**src/rtl/bk_pkg.sv**
```systemverilog
// Shared definitions for the Brent-Kung pipelined subtractor.
// Optional feature macro: BK_SUB_OVF_EN (signed-overflow output).
package bk_pkg;

  localparam int unsigned PIPE_DEPTH   = 3;
  localparam int unsigned BK_N_DEFAULT = 32;

  // Group generate/propagate vector at the default operand width.
  typedef logic [BK_N_DEFAULT-1:0] gp_vec_t;

  // Number of up-sweep levels in the prefix network.
  function automatic int lvl(input int n);
    return $clog2(n);
  endfunction

endpackage

```
**src/rtl/bk_black_cell.sv**
```systemverilog
// Brent-Kung black cell: merges a high group (g_hi, p_hi) with the adjacent low group.
module bk_black_cell (
  input  logic g_hi,
  input  logic p_hi,
  input  logic g_lo,
  input  logic p_lo,
  output logic g,
  output logic p
);

  // Group generate/propagate combine.
  always_comb begin
    g = g_hi | (p_hi & g_lo);
    p = p_hi & p_lo;
  end

endmodule

```
**src/rtl/brent_kung_sub_pipe.sv**
```systemverilog
// Three-stage valid/ready pipelined subtractor (diff = a - b, borrow = a < b unsigned)
// on a Brent-Kung prefix network. S1: p/g, S2: up-sweep groups, S3: diff/borrow.
// Optional feature macro: BK_SUB_OVF_EN adds the signed-overflow output ovf.
module brent_kung_sub_pipe
  import bk_pkg::*;
#(
  parameter int N = 32
) (
  input  logic         clk,
  input  logic         rst_n,
  input  logic         in_valid,
  output logic         in_ready,
  input  logic [N-1:0] a,
  input  logic [N-1:0] b,
  output logic         out_valid,
  input  logic         out_ready,
  output logic [N-1:0] diff,
  output logic         borrow
`ifdef BK_SUB_OVF_EN
  ,
  output logic         ovf
`endif
);

  localparam int LVL = lvl(N);

  logic [PIPE_DEPTH-1:0] v;
  logic adv1, adv2, adv3;

  logic [N-1:0] p_in, g_in;
  logic [N-1:0] s1_p, s1_g;
  logic [N-1:0] up_g [LVL+1];
  logic [N-1:0] up_p [LVL+1];
  logic [N-1:0] s2_p, s2_g, s2_pg;
  logic [N-1:0] dn_g [LVL];
  logic [N-1:0] dn_p [LVL];
  logic [N-1:0] diff_next;
  logic         borrow_next;
  logic         dn_p_unused;

  // Bubble-collapsing handshake: a stage loads when it is empty or its successor moves.
  always_comb begin
    adv3      = out_ready | ~v[2];
    adv2      = adv3 | ~v[1];
    adv1      = adv2 | ~v[0];
    in_ready  = adv1;
    out_valid = v[2];
  end

  // Stage valid bits.
  always_ff @(posedge clk or negedge rst_n) begin
    if (!rst_n) begin
      v <= '0;
    end else begin
      if (adv1) v[0] <= in_valid & in_ready;
      if (adv2) v[1] <= v[0];
      if (adv3) v[2] <= v[1];
    end
  end

  // a + ~b + 1: the carry-in of 1 is folded into bit-0 generate.
  always_comb begin
    p_in    = a ^ ~b;
    g_in    = a & ~b;
    g_in[0] = g_in[0] | p_in[0];
  end

  // S1: bitwise propagate/generate.
  always_ff @(posedge clk or negedge rst_n) begin
    if (!rst_n) begin
      s1_p <= '0;
      s1_g <= '0;
    end else if (adv1) begin
      s1_p <= p_in;
      s1_g <= g_in;
    end
  end

  assign up_g[0] = s1_g;
  assign up_p[0] = s1_p;

  // Up-sweep: level s merges bit k with bit k-2^s where k = 2^(s+1)-1 mod 2^(s+1).
  for (genvar s = 0; s < LVL; s++) begin : g_up
    for (genvar k = 0; k < N; k++) begin : g_bit
      if ((k % (1 << (s + 1))) == ((1 << (s + 1)) - 1)) begin : g_cell
        bk_black_cell u_cell (
          .g_hi(up_g[s][k]),
          .p_hi(up_p[s][k]),
          .g_lo(up_g[s][k - (1 << s)]),
          .p_lo(up_p[s][k - (1 << s)]),
          .g   (up_g[s+1][k]),
          .p   (up_p[s+1][k])
        );
      end else begin : g_pass
        assign up_g[s+1][k] = up_g[s][k];
        assign up_p[s+1][k] = up_p[s][k];
      end
    end
  end

  // S2: up-sweep group terms plus the raw propagate needed for the sum XOR.
  always_ff @(posedge clk or negedge rst_n) begin
    if (!rst_n) begin
      s2_p  <= '0;
      s2_g  <= '0;
      s2_pg <= '0;
    end else if (adv2) begin
      s2_p  <= s1_p;
      s2_g  <= up_g[LVL];
      s2_pg <= up_p[LVL];
    end
  end

  assign dn_g[0] = s2_g;
  assign dn_p[0] = s2_pg;

  // Down-sweep, s descending: bit j+2^s takes bit j for j = 2^(s+1)-1 mod 2^(s+1).
  // The hi index k = j+2^s is therefore 2^s-1 mod 2^(s+1) with k >= 3*2^s-1.
  for (genvar t = 0; t < LVL - 1; t++) begin : g_dn
    localparam int S = LVL - 2 - t;
    for (genvar k = 0; k < N; k++) begin : g_bit
      if (((k % (1 << (S + 1))) == ((1 << S) - 1)) && (k >= (3 * (1 << S) - 1))) begin : g_cell
        bk_black_cell u_cell (
          .g_hi(dn_g[t][k]),
          .p_hi(dn_p[t][k]),
          .g_lo(dn_g[t][k - (1 << S)]),
          .p_lo(dn_p[t][k - (1 << S)]),
          .g   (dn_g[t+1][k]),
          .p   (dn_p[t+1][k])
        );
      end else begin : g_pass
        assign dn_g[t+1][k] = dn_g[t][k];
        assign dn_p[t+1][k] = dn_p[t][k];
      end
    end
  end

  // Final group propagates are not needed once every carry is resolved.
  assign dn_p_unused = ^dn_p[LVL-1];

  // Sum XOR and borrow from the resolved carries.
  always_comb begin
    diff_next        = '0;
    diff_next[0]     = ~s2_p[0];
    diff_next[N-1:1] = s2_p[N-1:1] ^ dn_g[LVL-1][N-2:0];
    borrow_next      = ~dn_g[LVL-1][N-1];
  end

  // S3: output register, held while the consumer stalls.
  always_ff @(posedge clk or negedge rst_n) begin
    if (!rst_n) begin
      diff   <= '0;
      borrow <= 1'b0;
    end else if (adv3) begin
      diff   <= diff_next;
      borrow <= borrow_next;
    end
  end

`ifdef BK_SUB_OVF_EN
  logic s1_sa, s1_sb, s2_sa, s2_sb;

  // Operand sign bits travel alongside the data for the overflow term.
  always_ff @(posedge clk or negedge rst_n) begin
    if (!rst_n) begin
      s1_sa <= 1'b0;
      s1_sb <= 1'b0;
      s2_sa <= 1'b0;
      s2_sb <= 1'b0;
      ovf   <= 1'b0;
    end else begin
      if (adv1) begin
        s1_sa <= a[N-1];
        s1_sb <= b[N-1];
      end
      if (adv2) begin
        s2_sa <= s1_sa;
        s2_sb <= s1_sb;
      end
      if (adv3) ovf <= (s2_sa ^ s2_sb) & (s2_sa ^ diff_next[N-1]);
    end
  end
`endif

endmodule

```
**config.mk**
```make
export PLATFORM = sky130hd
export DESIGN_NAME = brent_kung_sub_pipe
export DESIGN_NICKNAME = d
export VERILOG_FILES = /design/src/rtl/bk_pkg.sv /design/src/rtl/bk_black_cell.sv /design/src/rtl/brent_kung_sub_pipe.sv
export SDC_FILE = /design/constraint.sdc
export NUM_CORES = 1
export LEC_CHECK = 0
export BUFFER_PORTS_ARGS = -buffer_cell sky130_fd_sc_hd__buf_4
export CELL_PAD_IN_SITES_DETAIL_PLACEMENT = 0
export CELL_PAD_IN_SITES_GLOBAL_PLACEMENT = 2
export CORE_MARGIN = 1.5
export CORE_UTILIZATION = 38
export DETAILED_ROUTE_END_ITERATION = 10
export GPL_ROUTABILITY_DRIVEN = 0
export PLACE_DENSITY_LB_ADDON = 0.05
export SLEW_MARGIN = 20
export SYNTH_ARGS = -nofsm -noshare
export SYNTH_HDL_FRONTEND = slang
export SYNTH_SLANG_ARGS = --single-unit
```
**constraint.sdc**
```tcl
create_clock -name clk -period 2.4 [get_ports clk]
set_input_delay 0.24 -clock clk [delete_from_list [all_inputs] [get_ports clk]]
set_output_delay 0.24 -clock clk [all_outputs]
set_load 0.03 [all_outputs]
```
# ---- Word-level counts from Yosys, hierarchy flattened
# Index checks and enable logic that the tools add are counted.
dict set report totals {
  word_cells 168
  output_inout_bits 35
  reg_bits 195
  inputBits 68
}
dict set report classes {
  bitwise 158
}
# op count
set op_table {}
lappend op_table {{$and A1 B1 Y1} 88}
lappend op_table {{$or A1 B1 Y1} 61}
lappend op_table {{$and A32 B32 Y32} 1}
lappend op_table {{$not A32 Y32} 1}
lappend op_table {{$xor A32 B32 Y32} 1}
lappend op_table {{$xor A31 B31 Y31} 1}
lappend op_table {{$not A1 Y1} 5}

# ---- Longest topological paths before layout
dict set report logic_depth {
  word_depth 10
  mapped_depth 9
}

# ---- Hierarchy
# A second synthesis with hierarchy kept.
dict set report unflattened {
  cells_unflattened 593
  hier_area_um2 8458.1
}
# module seq_area_each_um2 cells_each area_each_um2 n_inst
set by_module_without_submodules {}
lappend by_module_without_submodules {brent_kung_sub_pipe 4479.3 479 7602.3 1}
lappend by_module_without_submodules {bk_black_cell 0.0 2 15.0 57}

# ---- Least setup slack after synthesis
# OpenSTA, ideal clock, no wires.
dict set report synth_timing {
  path_kind {flip-flop to flip-flop}
  startpoint {register v[2]}
  endpoint {register s1_p[10]}
  arrival_ns 1.780
  setup_time_ns 0.125
  period_less_slack_ns 1.905
  required_ns 2.275
  slack_ns 0.495
  path_stages_with_launch 9
  path_cell_list {dfrtp_1 -> nor2b_1 -> buf_4 -> and2_1 -> buf_6 -> nand2_2 -> buf_6 -> buf_6 -> mux2_4}
}
dict set report synth_between {
  elab_chain_cells 4
}
# element line
set synth_rtl {}
lappend synth_rtl {{start: declaration} brent_kung_sub_pipe.sv:27} ;# logic [PIPE_DEPTH-1:0] v;
lappend synth_rtl {{start signal: assignment} brent_kung_sub_pipe.sv:57} ;# if (adv3) v[2] <= v[1];
lappend synth_rtl {{$not A1 Y1} brent_kung_sub_pipe.sv:43} ;# adv3 = out_ready | ~v[2];
lappend synth_rtl {{$or A1 B1 Y1} brent_kung_sub_pipe.sv:43}
lappend synth_rtl {{$or A1 B1 Y1} brent_kung_sub_pipe.sv:44} ;# adv2 = adv3 | ~v[1];
lappend synth_rtl {{$or A1 B1 Y1} brent_kung_sub_pipe.sv:45} ;# adv1 = adv2 | ~v[0];
lappend synth_rtl {{net in_ready} brent_kung_sub_pipe.sv:12} ;# output logic in_ready,
lappend synth_rtl {{end signal: assignment} brent_kung_sub_pipe.sv:74} ;# s1_p <= p_in;
lappend synth_rtl {{end: declaration} brent_kung_sub_pipe.sv:31} ;# logic [N-1:0] s1_p, s1_g;
# The timed path passes the listed nets, and every way through them passes these cells.
# A chain may end at the register's enable or synchronous reset.

# ---- Worst setup path in the final report
dict set report layout_timing {
  startpoint {register v[2]}
  endpoint {output in_ready}
}
dict set report layout_between {
  elab_chain_cells 4
}
# element line
set layout_rtl {}
lappend layout_rtl {{$not A1 Y1} brent_kung_sub_pipe.sv:43}
lappend layout_rtl {{$or A1 B1 Y1} brent_kung_sub_pipe.sv:43}
lappend layout_rtl {{$or A1 B1 Y1} brent_kung_sub_pipe.sv:44}
lappend layout_rtl {{$or A1 B1 Y1} brent_kung_sub_pipe.sv:45}
lappend layout_rtl {{end: declaration} brent_kung_sub_pipe.sv:12}
# Every way passes these cells.

==> summary.txt <==
Floorplan
  • IO Count: 103
  • Rows: 52
  • Starting density of the core: 38.52%
  • Core Area: 20170 sq um
  • Die Y: 146.0 microns
  • Die Area: 21310 sq um
  • Chip Width: 146.0 microns

Power and ir drop
  • Logic gate share of total power: 25.3%
  • Peak VDD IR: 476.7 uV
  • Switch share: 31.24%
  • P_int: 6136 uW
  • Leak Pwr: 0.004800 uW
  • Seq pwr share: 44.2%
  • Power Dens Cells: 944.2 nW/um^2
  • Clock network fraction of design power: 30.5%
  • Final Power: 8924 uW
  • Switching power: 2787 uW

Worst setup path
  • Setup Crit Path Kind: reg2out
  • Crit-path max FO: 27
  • CP arrival: 1.92 ns
  • Reg2reg setup slack: 0.55 ns
  • Worst path slowest cell: dfrtp_1
  • Worst path bufs/invs: 2
  • CP Data Required Time: 2.16 ns
  • CP endpoint kind: primary output
  • Slowest cell delay on critical path: 0.39 ns
  • CP cell instances: nor2b_4 > and2_2 > nand2_4 > buf_12 > buf_4
  • CP Launch Type: flop
  • Crit path max-delay family: simple AND/OR/NAND/NOR gates

Timing
  • Slew @ Worst Pin: 0.6115 ns
  • RSZ-0062 raised after global routing: false
  • Setup TNS: 0 ns
  • Final Hold Fails: 0
  • Layout Skew: 0.009760 ns
  • Final setup fails: 0
  • Max Fclk: 463.7 MHz
  • Tcrit/Tclk final: 89.87%
  • Final Critical Period: 2.157 ns
  • Worst slew margin: 59.23%
  • Final Max Tran Viols: 0

Cells and area
  • Area occupied by multi-input gates: 3124 sq um
  • P&R area growth vs syn: 21.64%
  • Nets: 935
  • Antenna Cells: 0
  • Most common cell after layout, fill and taps aside: nand2_1
  • Commonest non-fill, non-tap cells in the layout: nand2_1, dfrtp_1, buf_4, mux2_2, ha_1
  • Reg area: 4379 sq um
  • Ratio of cells with drive above 1 in the final layout: 26.71%
  • Final Core Density: 46.86%
  • Fill cells: 1930

Synthesis
  • Top_reg_cell synth: dfrtp_1
  • Post-synth cell types: 33
  • Gate Count Post-Synth: 717
  • Sequential fraction of the synthesis area: 56.36%
  • Post-Syn Area: 7770 sq um
  • EDFF count, synth: 0
  • Avg Synthesized Cell Area: 10.84 sq um
  • Seq cells post-synth: 175
  • Total of warnings raised by yosys: 0
  • Fraction of registers with async set/reset: 100.0%
  • Syn nets: 832

Global route
  • Total grt overflow: 0
  • Pin count of the biggest net entering global routing: 74
  • Initial antenna violation count: 0
  • All-Layer GR Usage: 16.08%
  • Vias in the first global route: 5235
  • First-pass GRT wire length: 26.97 mm

Clock network
  • Post-CTS resize count: 0
  • CTS tree: done
  • Root buffer cell: clkbuf_16
  • Reg clk slew, reported paths: 0.06 ns
  • Clk buf depth: 2
  • Skew-Pair Late Insertion Delay: 0.42 ns
  • CTS Buf Count: 17
  • Clock tree sinks: 175
  • H-tree Lvls: 4

Drt
  • Detail Route Antenna Nets: 0
  • Vias per cell: 4.701
  • Number of DRC markers in iteration 0: 172
  • Vias post-DR: 5176
  • Overall routed net length: 16.18 mm
  • Residual DRC: 0
  • WL/cell: 14.70 microns
  • TritonRoute pass-1 iters: 4

Outcome
  • Status: finished clean

Place
  • Port bufs: 102
  • Post-DP HPWL: 11.10 mm

Min path
  • Min-delay worst type: in2reg

Job
  • Max-cap violation count: 0
cells in the mapped netlist (11+ instances only):
library cell / n / area [sq um]
dfrtp_1: 175 / 4379
xor2_1: 15 / 131.4
mux2_2: 63 / 709.4
ha_1: 47 / 588.1
o21ai_0: 35 / 175.2
a21o_1: 11 / 82.58
a21oi_1: 27 / 135.1
clkbuf_1: 20 / 75.07
inv_1: 34 / 127.6
nor2_1: 46 / 172.7
nand2_1: 193 / 724.4
mux2_4: 14 / 210.2
logic make-up (layout without fill, tap and decap cells):
logic type / after synthesis / after routing / synth area share (%)
buffers and inverters: 64 / 178 / 3.607
AND/OR/NAND/NOR: 257 / 257 / 12.95
XOR/XNOR: 16 / 16 / 1.804
multiplexers: 77 / 77 / 11.84
flip-flops: 175 / 175 / 56.36
adder cells (fa/ha/maj): 47 / 47 / 7.568
AO/OA/AOI/OAI: 81 / 81 / 5.878
final timing paths:
| kind | startpoint | end | cells past startpoint |
|---|---|---|---|
| worst max-delay path | v[2] | in_ready | 5 |
| worst min-delay path | in_valid | v[0] | 2 |
| worst max register to register | s1_p[1] | s2_g[31] | 5 |
| worst min register to register | s2_g[31] | borrow | 1 |
| max in group asynchronous | rst_n | s1_p[26] | 3 |
| min in group asynchronous | rst_n | s1_g[28] | 2 |
worst register-to-register path: stages (launching register included):
cell and delay [ns]:
dfrtp_1 0.39, a21oi_1 0.22, o21ai_0 0.17, a211oi_1 0.48, o21ai_0 0.14, a221o_1 0.33
layer usage:
| layer | track usage (%) | up-vias | part of all wire (%) |
|---|---|---|---|
| met5 | 0 | - | 0 |
| met4 | 5.303 | 0 | 1.3 |
| met3 | 3.197 | 13 | 3.3 |
| met2 | 25.55 | 100 | 47 |
| met1 | 22.14 | 2504 | 49 |
| li1 | - | 2559 | - |
power groups by stage:
| stage | clock (uW) | sequential, uW | combinational [uW] |
|---|---|---|---|
| final | 2720 | 3940 | 2260 |
| after floorplan | 0 | 4400 | 957 |
| after global placement | 0 | 3980 | 2270 |
| after global routing | 2950 | 4030 | 2490 |
| after CTS | 2830 | 3950 | 2310 |
| after detailed placement | 0 | 4000 | 2300 |
through the flow:
| stage | instances | hold WS (ns) | setup slack, ns | instance area (sq um) |
|---|---|---|---|---|
| 5_1_grt | 1101 | 0.01923 | 0.1570 | 9452 |
| 3_3_place_gp | 1070 | 0.2467 | 0.5971 | 8859 |
| 6_report | 1101 | 0.03760 | 0.2432 | 9452 |
| 3_5_place_dp | 1070 | 0.2511 | 0.5468 | 8859 |
| 2_1_floorplan | 717 | -0.05559 | 0.4947 | 7770 |
| 4_1_cts | 1101 | 0.01886 | 0.2134 | 9452 |
state kept, by name, indices dropped and copies added, names as in the netlist:
signal / flops
diff: 32
s1_g: 32
s1_p: 32
s2_g: 32
s2_p: 32
s2_pg: 11
v: 3
borrow: 1
cell type report:
cell class | instances | area share [%]
Inverter | 34 | 1.350
Timing Repair Buffer | 114 | 9.518
Sequential cell | 175 | 46.33
Multi-Input combinational cell | 478 | 33.06
Clock buffer | 22 | 5.017
Clock inverter | 8 | 1.152
Tap cell | 270 | 3.574
repair_timing:
| action | in CTS | in global routing |
|---|---|---|
| endpoints found under the hold margin | 50 | 0 |
| buffers inserted | 0 | 0 |
| hold buffers | 1 | 0 |
Power figures use the tool's default switching activity.
